### config.mk
export PLATFORM = sky130hd
export DESIGN_NAME = imm_extend_pipe
export DESIGN_NICKNAME = d
export VERILOG_FILES = /design/src/rtl/imm_extend_pipe.sv
export SDC_FILE = /design/constraint.sdc
export NUM_CORES = 1
export LEC_CHECK = 0
export CORE_MARGIN = 3
export CORE_UTILIZATION = 48
export DETAILED_ROUTE_END_ITERATION = 12
export PLACE_DENSITY = 0.76
export SLEW_MARGIN = 20
export SYNTH_ARGS = -nofsm -noshare
export SYNTH_HDL_FRONTEND = slang
export SYNTH_SLANG_ARGS = --single-unit
### constraint.sdc
create_clock -name Clk -period 1.4 [get_ports Clk]
set_input_delay 0.21 -clock Clk [delete_from_list [all_inputs] [get_ports Clk]]
set_output_delay 0.21 -clock Clk [all_outputs]
set_load 0.05 [all_outputs]
### src/rtl/imm_extend_pipe.sv
// imm_extend_pipe: pipelined MIPS immediate extender, valid/ready on both sides, 2-entry skid buffer. Rev 1.0
// Optional transfer statistics (ext_count/neg_count) enabled by defining IMM_EXTEND_PIPE_STATS_EN.
`default_nettype none

module imm_extend_pipe #(
  parameter int IN_W  = 16,
  parameter int OUT_W = 32
) (
  input  logic             Clk,
  input  logic             Reset,
  input  logic             in_valid,
  output logic             in_ready,
  input  logic [IN_W-1:0]  in_imm,
  input  logic [1:0]       in_mode,
  output logic             out_valid,
  input  logic             out_ready,
  output logic [OUT_W-1:0] out_data,
  output logic [1:0]       out_mode
`ifdef IMM_EXTEND_PIPE_STATS_EN
  ,
  output logic [31:0]      ext_count,
  output logic [31:0]      neg_count
`endif
);

  typedef enum logic [1:0] {
    EMPTY = 2'd0,
    ONE   = 2'd1,
    FULL  = 2'd2
  } state_t;

  state_t             state, state_nxt;
  logic [OUT_W-1:0]   m_data, s_data;
  logic [1:0]         m_mode, s_mode;
  logic [OUT_W-1:0]   sext, ext_data;
  logic               in_fire, out_fire;
  logic               load_m_new, load_s, m_from_s;

  assign sext = {{(OUT_W-IN_W){in_imm[IN_W-1]}}, in_imm};

  always_comb begin
    ext_data = sext;
    case (in_mode)
      2'b00:   ext_data = sext;
      2'b01:   ext_data = {{(OUT_W-IN_W){1'b0}}, in_imm};
      2'b10:   ext_data = {in_imm, {(OUT_W-IN_W){1'b0}}};
      default: ext_data = {sext[OUT_W-3:0], 2'b00};
    endcase
  end

  // Handshake outputs come from state only, never from the partner's valid/ready.
  assign in_ready  = (state != FULL);
  assign out_valid = (state != EMPTY);
  assign in_fire   = in_valid && in_ready;
  assign out_fire  = out_valid && out_ready;
  assign out_data  = m_data;
  assign out_mode  = m_mode;

  always_comb begin
    state_nxt  = state;
    load_m_new = 1'b0;
    load_s     = 1'b0;
    m_from_s   = 1'b0;
    case (state)
      EMPTY: begin
        if (in_fire) begin
          state_nxt  = ONE;
          load_m_new = 1'b1;
        end
      end
      ONE: begin
        if (in_fire && out_fire) begin
          load_m_new = 1'b1;
        end else if (in_fire) begin
          state_nxt = FULL;
          load_s    = 1'b1;
        end else if (out_fire) begin
          state_nxt = EMPTY;
        end
      end
      FULL: begin
        if (out_fire) begin
          state_nxt = ONE;
          m_from_s  = 1'b1;
        end
      end
      default: state_nxt = EMPTY;
    endcase
  end

  always_ff @(posedge Clk) begin
    if (Reset) begin
      state  <= EMPTY;
      m_data <= '0;
      m_mode <= 2'b00;
      s_data <= '0;
      s_mode <= 2'b00;
    end else begin
      state <= state_nxt;
      if (load_m_new) begin
        m_data <= ext_data;
        m_mode <= in_mode;
      end else if (m_from_s) begin
        m_data <= s_data;
        m_mode <= s_mode;
      end
      if (load_s) begin
        s_data <= ext_data;
        s_mode <= in_mode;
      end
    end
  end

`ifdef IMM_EXTEND_PIPE_STATS_EN
  // Negative-ness travels with each entry so it is counted when the word leaves.
  logic in_neg, m_neg, s_neg;

  assign in_neg = in_imm[IN_W-1] && (in_mode[1] == in_mode[0]);

  always_ff @(posedge Clk) begin
    if (Reset) begin
      m_neg     <= 1'b0;
      s_neg     <= 1'b0;
      ext_count <= 32'd0;
      neg_count <= 32'd0;
    end else begin
      if (load_m_new) begin
        m_neg <= in_neg;
      end else if (m_from_s) begin
        m_neg <= s_neg;
      end
      if (load_s) begin
        s_neg <= in_neg;
      end
      if (out_fire) begin
        ext_count <= ext_count + 32'd1;
        if (m_neg) begin
          neg_count <= neg_count + 32'd1;
        end
      end
    end
  end
`endif

endmodule

`default_nettype wire

==> impl_metrics.tcl <==
set metrics [dict create \
    leakage_nw 1.88 \
    routed_wl_um 9460 \
    hold_violations 0 \
    drc 0 \
    synth_compound_area_share_pct 32.4 \
    layout.nets 467 \
    cts_made_buffers 9 \
    grt_pass1_vias 2958 \
    setup_slack_ns -0.0214 \
    reg2regPathDepth 6 \
    rsz0062_at_grt "true" \
    pin_count 58 \
    cts_max_level 3 \
    cp_max_fo 8 \
    startpoint_type "register" \
    critPathKind "reg2reg" \
    relSlewSlack_pct 72.3 \
    start_util_pct 50.2 \
    outcome "finished with violations" \
    fin_crit_sh_pct 102 \
    stdcell_count 546 \
    layout_min_cycle_time_ns 1.42 \
    grt_max_degree 31 \
    syn_area_per_cell_um2 9.17 \
    yosys.area_share.simple_pct 16.7 \
    synth_cells 376 \
    synthAdderAreaFrac_pct 0 \
    fp.dieH_um 90.8 \
    yosysWarnings 0 \
    clk_pin_slew_worst_paths_ns 0.08 \
    ys_seq_area_share_pct 40.6 \
    synth-xor-area-share_pct 0 \
    ir_drop_mv 0.653 \
    cts_buffer_depth 2 \
    r2r_slack_ns -0.02 \
    min_path_cells 3 \
    synthTopCellsByArea "dfxtp_1 (41%), a21oi_1 (7.1%), o221a_2 (4.6%)" \
    rr_endpoint "out_data[11]" \
    power.density_mw_per_mm2 1170 \
    p_total_mw 5.79 \
    core_area_mm2 0.00687 \
    critical_path_required_ns 1.63 \
    track_usage_pct 22.0 \
    ys_seq_elements 70 \
    violations "negative setup slack" \
    drive_gt1_share_pct 31.3 \
    portBuffers 57 \
    slew_violations 0 \
    clock-root-buffer "clkbuf_8" \
    skew_ns 0.00812 \
    clock_sinks 70 \
    dpl.cell_count 522 \
    regToRegStartpoint "state[0]" \
    vias 3151 \
    overflow 0 \
    yosysTopAreaCell "dfxtp_1" \
    hp-start "Reset" \
    layout_commonest_cell "dfxtp_1" \
    ys.flop_type "dfxtp_1" \
    syn-num-nets 398 \
    diodes 0 \
    min_path_type "in2reg" \
    synth_top_area_share_pct 40.6 \
    multiInputGateArea_mm2 0.00178 \
    synth_top_family_by_area "compound AO/OA/AOI/OAI gates" \
    insertion_delay_ns 0.35 \
    critPathArrivalTime_ns 1.65 \
    grt_pass1_wl_um 14800 \
    seq_area_mm2 0.00141 \
    die-width_um 90.8 \
    setup_viol 9 \
    rows 30 \
    worst_slew_pin_slew_ns 0.414 \
    dp_hpwl_um 5950 \
    synthMuxAreaShare_pct 0.327 \
    hold_path_end "out_data[16]" \
    drtIter0Drc 245 \
    max_freq_mhz 704 \
    fillers 486 \
    endpoint_kind "register" \
    ys_async_sr_fraction_pct 0 \
    layout_common_cells "dfxtp_1 (68), a21oi_1 (48), buf_12 (42), nand2_1 (39), buf_4 (27)" \
    fin_tns_setup_ns -0.142 \
    cts_tree "yes" \
    max_cap_violations 0 \
    synth_area_mm2 0.00345 \
    grt_antenna_before_repair 0 \
    finalWeightedCongestion 0.853 \
    syn2layout_area_growth_pct 43.8 \
    die-area_mm2 0.00824 \
    vias_per_cell 5.77 \
    wire_per_inst_um 17.3 \
    ys_types 40 \
    drt_pass1_iterations 4 \
    antenna_left 0 \
    synth-edff-count 0 \
]
[routing by layer]
metal | track usage, % | routed length (um)
met1 | 30.1 | 4350
met3 | 4.58 | 522
met5 | 0 | 0
met2 | 34.1 | 4440
met4 | 7.78 | 141
[cell usage after synthesis (13+ instances only)]
cell type / instances
a211oi_1: 17
a21boi_0: 14
a21oi_1: 49
a22oi_1: 14
buf_6: 13
dfxtp_1: 70
inv_1: 14
nand2_1: 39
nand2b_1: 18
nor2_1: 15
nor2b_1: 14
o21a_1: 14
o221a_2: 14
[cell type report]
type / instances / area share (%)
multi-input combinational: 254 / 36.0
sequential: 70 / 28.4
timing repair buffer: 96 / 27.0
clock buffer: 11 / 3.05
tap: 96 / 2.42
clock inverter: 5 / 2.12
inverter: 14 / 1.06
[critical path, cell delays in order (launching register included)]
cell and delay [ns]:
dfxtp_4 0.35, buf_6 0.13, and2b_4 0.18, buf_6 0.13, nor2_4 0.26, clkbuf_16 0.21, a221oi_2 0.05
[registers in the layout (all words and copies together) (netlist names)]
signal,flops
out_data,32
out_mode,2
s_data,32
s_mode,2
state,2
[timing repair]
item | in CTS | in global routing
pin swaps | 3 | 2
hold endpoints to repair | 0 | 0
resized for setup | 14 | 20
hold buffers | 0 | 0
setup endpoints to repair | 29 | 34
buffers inserted | 1 | 4
gates cloned | 0 | 3
[metrics by stage]
step	utilization (%)	setup slack (ns)	hold WS [ns]	instance area, um2
after floorplan	-	0.113	0.357	3450
after global placement	65.6	-0.456	0.443	4510
after detailed placement	65.6	-0.461	0.456	4510
after CTS	70.1	-0.0157	0.193	4820
after global routing	72.2	-0.0967	0.215	4960
final	72.2	-0.0214	0.205	4960
[logic make-up (layout without fill, tap and decap cells)]
group / count (synthesis) / after routing
multiplexers: 1 / 1
buffers and inverters: 53 / 126
flip-flops: 70 / 70
AO/OA/AOI/OAI: 146 / 146
AND/OR/NAND/NOR: 106 / 107
[worst max-delay path by stage]
stage	from	endpoint	slack, ns	cells after the start
3_3_place_gp	out_ready	out_data[29]	-0.46	4
6_report	state[0]	out_data[11]	-0.02	6
3_5_place_dp	out_ready	out_data[18]	-0.46	4
5_1_grt	state[0]	s_data[2]	-0.1	5
2_1_floorplan	state[0]	out_data[10]	0.11	6
4_1_cts	state[0]	out_valid	-0.02	3
[power by group]
| group | total [mW] | switching (mW) | internal (mW) |
|---|---|---|---|
| logic | 1.47 | 0.762 | 0.705 |
| clock network | 2.08 | 0.797 | 1.28 |
| registers | 2.24 | 0.122 | 2.12 |
Power figures use the tool's default switching activity.
